## config.mk

```make
export PLATFORM = sky130hd
export DESIGN_NAME = shift_add_multiplier_flat
export DESIGN_NICKNAME = d
export VERILOG_FILES = /design/src/rtl/shift_add_multiplier_if.sv /design/src/rtl/shift_add_multiplier.sv /design/src/flat_wrapper.sv
export SDC_FILE = /design/constraint.sdc
export NUM_CORES = 1
export LEC_CHECK = 0
export BUFFER_PORTS_ARGS = -buffer_cell sky130_fd_sc_hd__buf_2
export CORE_MARGIN = 5
export CORE_UTILIZATION = 54
export DETAILED_ROUTE_END_ITERATION = 8
export GPL_TIMING_DRIVEN = 0
export PLACE_DENSITY = 0.78
export RECOVER_POWER = 25
export SYNTH_ARGS = -nofsm -noshare
export SYNTH_HDL_FRONTEND = slang
export SYNTH_HIERARCHICAL = 1
export SYNTH_SLANG_ARGS = --single-unit
```

## constraint.sdc

```tcl
create_clock -name clk -period 6 [get_ports clk]
set_clock_uncertainty 0.2 [all_clocks]
set_input_delay 1.2 -clock clk [delete_from_list [all_inputs] [get_ports clk]]
set_output_delay 1.2 -clock clk [all_outputs]
set_load 0.03 [all_outputs]
```

## src/rtl/shift_add_multiplier_if.sv

```systemverilog
// shift_add_multiplier_if: start/busy/done handshake and operand/product bus for the multiplier
interface shift_add_multiplier_if #(parameter int WIDTH = 16);
  logic               start;
  logic [WIDTH-1:0]   a;
  logic [WIDTH-1:0]   b;
  logic               busy;
  logic               done;
  logic [2*WIDTH-1:0] product;
  modport master (output start, a, b, input busy, done, product);
  modport slave  (input start, a, b, output busy, done, product);
endinterface

```

## src/rtl/shift_add_multiplier.sv

```systemverilog
// shift_add_multiplier: radix-2 shift-add unsigned multiplier built around a 4-bit-group CLA adder
module cla_adder #(parameter int WIDTH = 16) (
  input  logic [WIDTH-1:0] x_i,
  input  logic [WIDTH-1:0] y_i,
  input  logic             cin_i,
  output logic [WIDTH-1:0] s_o,
  output logic             cout_o
);
  logic [WIDTH-1:0] g, p;
  logic [WIDTH:0]   c;
  assign g = x_i & y_i;
  assign p = x_i ^ y_i;
  // carries are resolved by lookahead inside each group and rippled between groups
  always_comb begin
    c = '0;
    c[0] = cin_i;
    for (int k = 0; k < WIDTH / 4; k++) begin
      c[4*k+1] = g[4*k] | (p[4*k] & c[4*k]);
      c[4*k+2] = g[4*k+1] | (p[4*k+1] & g[4*k]) | (p[4*k+1] & p[4*k] & c[4*k]);
      c[4*k+3] = g[4*k+2] | (p[4*k+2] & g[4*k+1]) | (p[4*k+2] & p[4*k+1] & g[4*k])
               | (p[4*k+2] & p[4*k+1] & p[4*k] & c[4*k]);
      c[4*k+4] = g[4*k+3] | (p[4*k+3] & g[4*k+2]) | (p[4*k+3] & p[4*k+2] & g[4*k+1])
               | (p[4*k+3] & p[4*k+2] & p[4*k+1] & g[4*k])
               | (p[4*k+3] & p[4*k+2] & p[4*k+1] & p[4*k] & c[4*k]);
    end
  end
  assign s_o    = p ^ c[WIDTH-1:0];
  assign cout_o = c[WIDTH];
endmodule

module shift_add_multiplier #(parameter int WIDTH = 16) (
  input  logic clk,
  input  logic rst,
  shift_add_multiplier_if.slave bus
);
  localparam int CW = $clog2(WIDTH);
  typedef enum logic [1:0] {IDLE, RUN, DONE} state_t;
  state_t             state_q, state_d;
  logic [WIDTH-1:0]   mcand_q, mcand_d;
  logic [2*WIDTH-1:0] acc_q, acc_d;
  logic [2*WIDTH-1:0] product_q, product_d;
  logic [CW-1:0]      cnt_q, cnt_d;
  logic [WIDTH-1:0]   sum;
  logic               cout;
  cla_adder #(.WIDTH(WIDTH)) u_cla (
    .x_i(acc_q[2*WIDTH-1:WIDTH]),
    .y_i(mcand_q),
    .cin_i(1'b0),
    .s_o(sum),
    .cout_o(cout)
  );
  always_comb begin
    state_d   = state_q;
    mcand_d   = mcand_q;
    acc_d     = acc_q;
    cnt_d     = cnt_q;
    product_d = product_q;
    if (state_q == RUN) begin
      acc_d = acc_q[0] ? {cout, sum, acc_q[WIDTH-1:1]} : {1'b0, acc_q[2*WIDTH-1:WIDTH], acc_q[WIDTH-1:1]};
      cnt_d = cnt_q + 1'b1;
      product_d = (cnt_q == CW'(WIDTH - 1)) ? acc_d : product_q;
      state_d   = (cnt_q == CW'(WIDTH - 1)) ? DONE : RUN;
    end else if (bus.start) begin
      mcand_d = bus.a;
      acc_d   = {{WIDTH{1'b0}}, bus.b};
      cnt_d   = '0;
      state_d = RUN;
    end else begin
      state_d = IDLE;
    end
  end
  always_ff @(posedge clk) begin
    if (rst) begin
      state_q   <= IDLE;
      mcand_q   <= '0;
      acc_q     <= '0;
      cnt_q     <= '0;
      product_q <= '0;
    end else begin
      state_q   <= state_d;
      mcand_q   <= mcand_d;
      acc_q     <= acc_d;
      cnt_q     <= cnt_d;
      product_q <= product_d;
    end
  end
  assign bus.busy    = (state_q == RUN);
  assign bus.done    = (state_q == DONE);
  assign bus.product = product_q;
endmodule

```

## src/flat_wrapper.sv

```systemverilog
// flat-port wrapper written by rule: the top's interface ports become plain ports
module shift_add_multiplier_flat 
#(parameter int WIDTH = 16)
  (clk, rst, bus_start, bus_a, bus_b, bus_busy, bus_done, bus_product);
  shift_add_multiplier_if #(.WIDTH(WIDTH)) bus_i ();
  input  logic clk;
  input  logic rst;
  input wire logic [$bits(bus_i.start)-1:0] bus_start;
  input wire logic [$bits(bus_i.a)-1:0] bus_a;
  input wire logic [$bits(bus_i.b)-1:0] bus_b;
  output wire logic [$bits(bus_i.busy)-1:0] bus_busy;
  output wire logic [$bits(bus_i.done)-1:0] bus_done;
  output wire logic [$bits(bus_i.product)-1:0] bus_product;
  assign bus_i.start = bus_start;
  assign bus_i.a = bus_a;
  assign bus_i.b = bus_b;
  assign bus_busy = bus_i.busy;
  assign bus_done = bus_i.done;
  assign bus_product = bus_i.product;
  shift_add_multiplier #(.WIDTH(WIDTH)) u_core (.clk(clk), .rst(rst), .bus(bus_i));
endmodule
```

==> run metrics <==
commonest cells after routing, fill and taps aside=dfxtp_1 (86), buf_2 (77), a21oi_1 (36); FFs w/ async S/R, synth=0%; CTS max path bufs=2; DP Wirelength=7.474 mm; area of the multi-input gates=0.002196 sq mm; status=finished, final reports clean; Crit path arrival time=3.22 ns; vias in the first global route=3,639; total power draw=1.119 mW; max_cap viols=0; Core Box Area=0.007607 sq mm; worst hold path type=register to register; Worst VDD drop=0.1832 mV; most common cell after layout, fill and taps aside=dfxtp_1; postcts setup bufs=0; Post-synth EDFFs=0; Post-CTS Resized=0; Syn Inst Count=425; largest net degree at the start of global routing=15; Tcrit/Tclk final=52.80%; Placement Cell Area=0.004637 sq mm; io pins=69; die width=97.89 microns; WP data required=6.05 ns; Slew headroom=62.09%; Synthesis Warnings=6; final setup fails=0; fmax=0.3156 GHz; worst-path maximum fanout=3; ANT cells=0; Worst-Skew Late Latency=0.35 ns; mean routed wirelength per cell=17.17 microns; first-pass GRT wire length=17.50 mm; hold_buf cts=0; H-tree depth=3; Critical Path Start Type=register; total CTS buffers=9; DIE AREA=0.009582 sq mm; fin area=0.004772 sq mm; Pre-antenna DRT Iters=5; Vias=3,538; initial detailed-routing violation count=184; clk slew on worst S/H paths=0.09 ns; Worst setup EP type=register; FF/Latch Area=0.001722 sq mm; Crit-path slowest cell=fa_1; gr usage total=22.24%; Cell Chain, Critical Path=ha_1 -> o21a_1 -> a211oi_2 -> o32a_2 -> a21oi_2 -> or2_2 -> fa_1 -> xor2_1 -> mux2i_1 -> nor2_1 -> o21ba_2; post-route ant nets=0; RSZ-0062 raised after global routing=no; # rows=32; fillers=670; synthesized area=0.004172 sq mm; Final TNS setup=0 ns; Top FF cell, synth=dfxtp_1; critical path class=register to register; syn avg cell area=9.815 sq um; Vias/cell=5.791; final hold vios=0; starting density of the core=54.84%; layout cells sized above 1=28.49%; min cycle time layout=3.168 ns; root buf cell=clkbuf_8; CTS tree=built; height of the die=97.89 microns; Post-Route WL=10.49 mm; worst-margin pin slew=0.5686 ns; total gr overflow=0; static leakage=2.164 nW; Yosys cell types=55; pwr/cell area=234.4 mW/mm^2; Crit path largest cell delay=0.38 ns; antenna violations before repair=0; Slew Viols, Final=0; # DRC=0; synthesis-to-layout area growth=14.40%; flops & latches, synth=86; gpl congestion=0.9819; Clock Sinks=86; Port Buf Inserts=66; nets@finish=560; share of the yosys chip area belonging to registers=41.27%
==> routing by layer <==
layer | GRT usage [%] | wire, microns
met1 | 27.58 | 4535
met2 | 38.27 | 5037
met3 | 6.143 | 765
met4 | 5.538 | 149
met5 | 0 | 0
==> logic make-up after synthesis <==
logic type	after synthesis	share of synthesized area (%)
muxes	33	8.278
AOI/OAI and AO/OA	136	24.15
buffers and inverters	43	6.269
and+or+nand+nor	96	11.04
adders and majority gates	21	7.019
other	1	0.08990
DFF	86	41.27
xor gates and xnor gates	9	1.890
==> power by group <==
group	internal [mW]	leakage [nW]	total (mW)	switching (mW)
sequential	0.588	0.700	0.602	0.0141
clock	0.187	0.0963	0.392	0.205
combinational	0.0493	1.37	0.125	0.0752
==> area by class of cell <==
cell class	instances	share of cell area, %
inverter	10	0.8128
clock inverter	3	0.5244
tap	102	2.674
timing repair buffer	66	6.922
multi-input combinational	298	46.01
buffer	33	3.435
sequential	86	36.08
clock buffer	13	3.540
==> path summary, 6_finish.rpt <==
kind                                  startpoint                                   to  slack (ns)  cells past startpoint
max reg2reg        u_core/acc_q[17]$_SDFFE_PP0P_        u_core/acc_q[28]$_SDFFE_PP0P_        2.83                     11
max                u_core/acc_q[17]$_SDFFE_PP0P_        u_core/acc_q[28]$_SDFFE_PP0P_        2.83                     11
min reg2reg  u_core/bus.product[15]$_SDFFE_PP0P_  u_core/bus.product[15]$_SDFFE_PP0P_        0.27                      1
min          u_core/bus.product[15]$_SDFFE_PP0P_  u_core/bus.product[15]$_SDFFE_PP0P_        0.27                      1
==> critical path: cells and delay by family, from the launching register on <==
kind | cells | cell delay (ns)
flops | 1 | 0.33
xor+xnor | 1 | 0.18
simple gates | 2 | 0.36
mux | 1 | 0.21
fa+ha+maj | 2 | 0.74
compound gates | 5 | 1.04
==> Yosys cell counts (6+ instances only) <==
library cell,number,area (sq um)
dfxtp_1,86,1722
a21oi_1,36,180.2
nand3_1,35,175.2
a22o_2,21,210.2
mux2i_1,21,210.2
nor2_1,21,78.83
a211oi_1,19,142.6
nand2_1,19,71.32
o21ai_0,19,95.09
ha_1,17,212.7
clkbuf_1,12,45.04
buf_2,11,55.05
mux2_2,11,123.9
a21o_1,8,60.06
inv_1,7,26.28
o2bb2ai_1,6,52.55
xor2_1,6,52.55
==> registers in the layout, indices dropped and copies added, names as in the netlist <==
name	count
u_core/mcand_q	16
u_core/acc_q	32
u_core/bus.product	32
u_core/cnt_q	4
u_core/state_q	2
==> through the flow <==
stage | util (%) | setup slack [ns] | hold slack (ns) | std cells
2_1_floorplan | - | 3.128 | 0.2575 | 427
3_3_place_gp | 60.95 | 2.967 | 0.2439 | 595
3_5_place_dp | 60.95 | 2.942 | 0.2470 | 595
4_1_cts | 63.50 | 2.832 | 0.2728 | 611
5_1_grt | 62.73 | 2.694 | 0.2864 | 611
6_report | 62.73 | 2.832 | 0.2688 | 611
(Power assumes the default switching activity.)
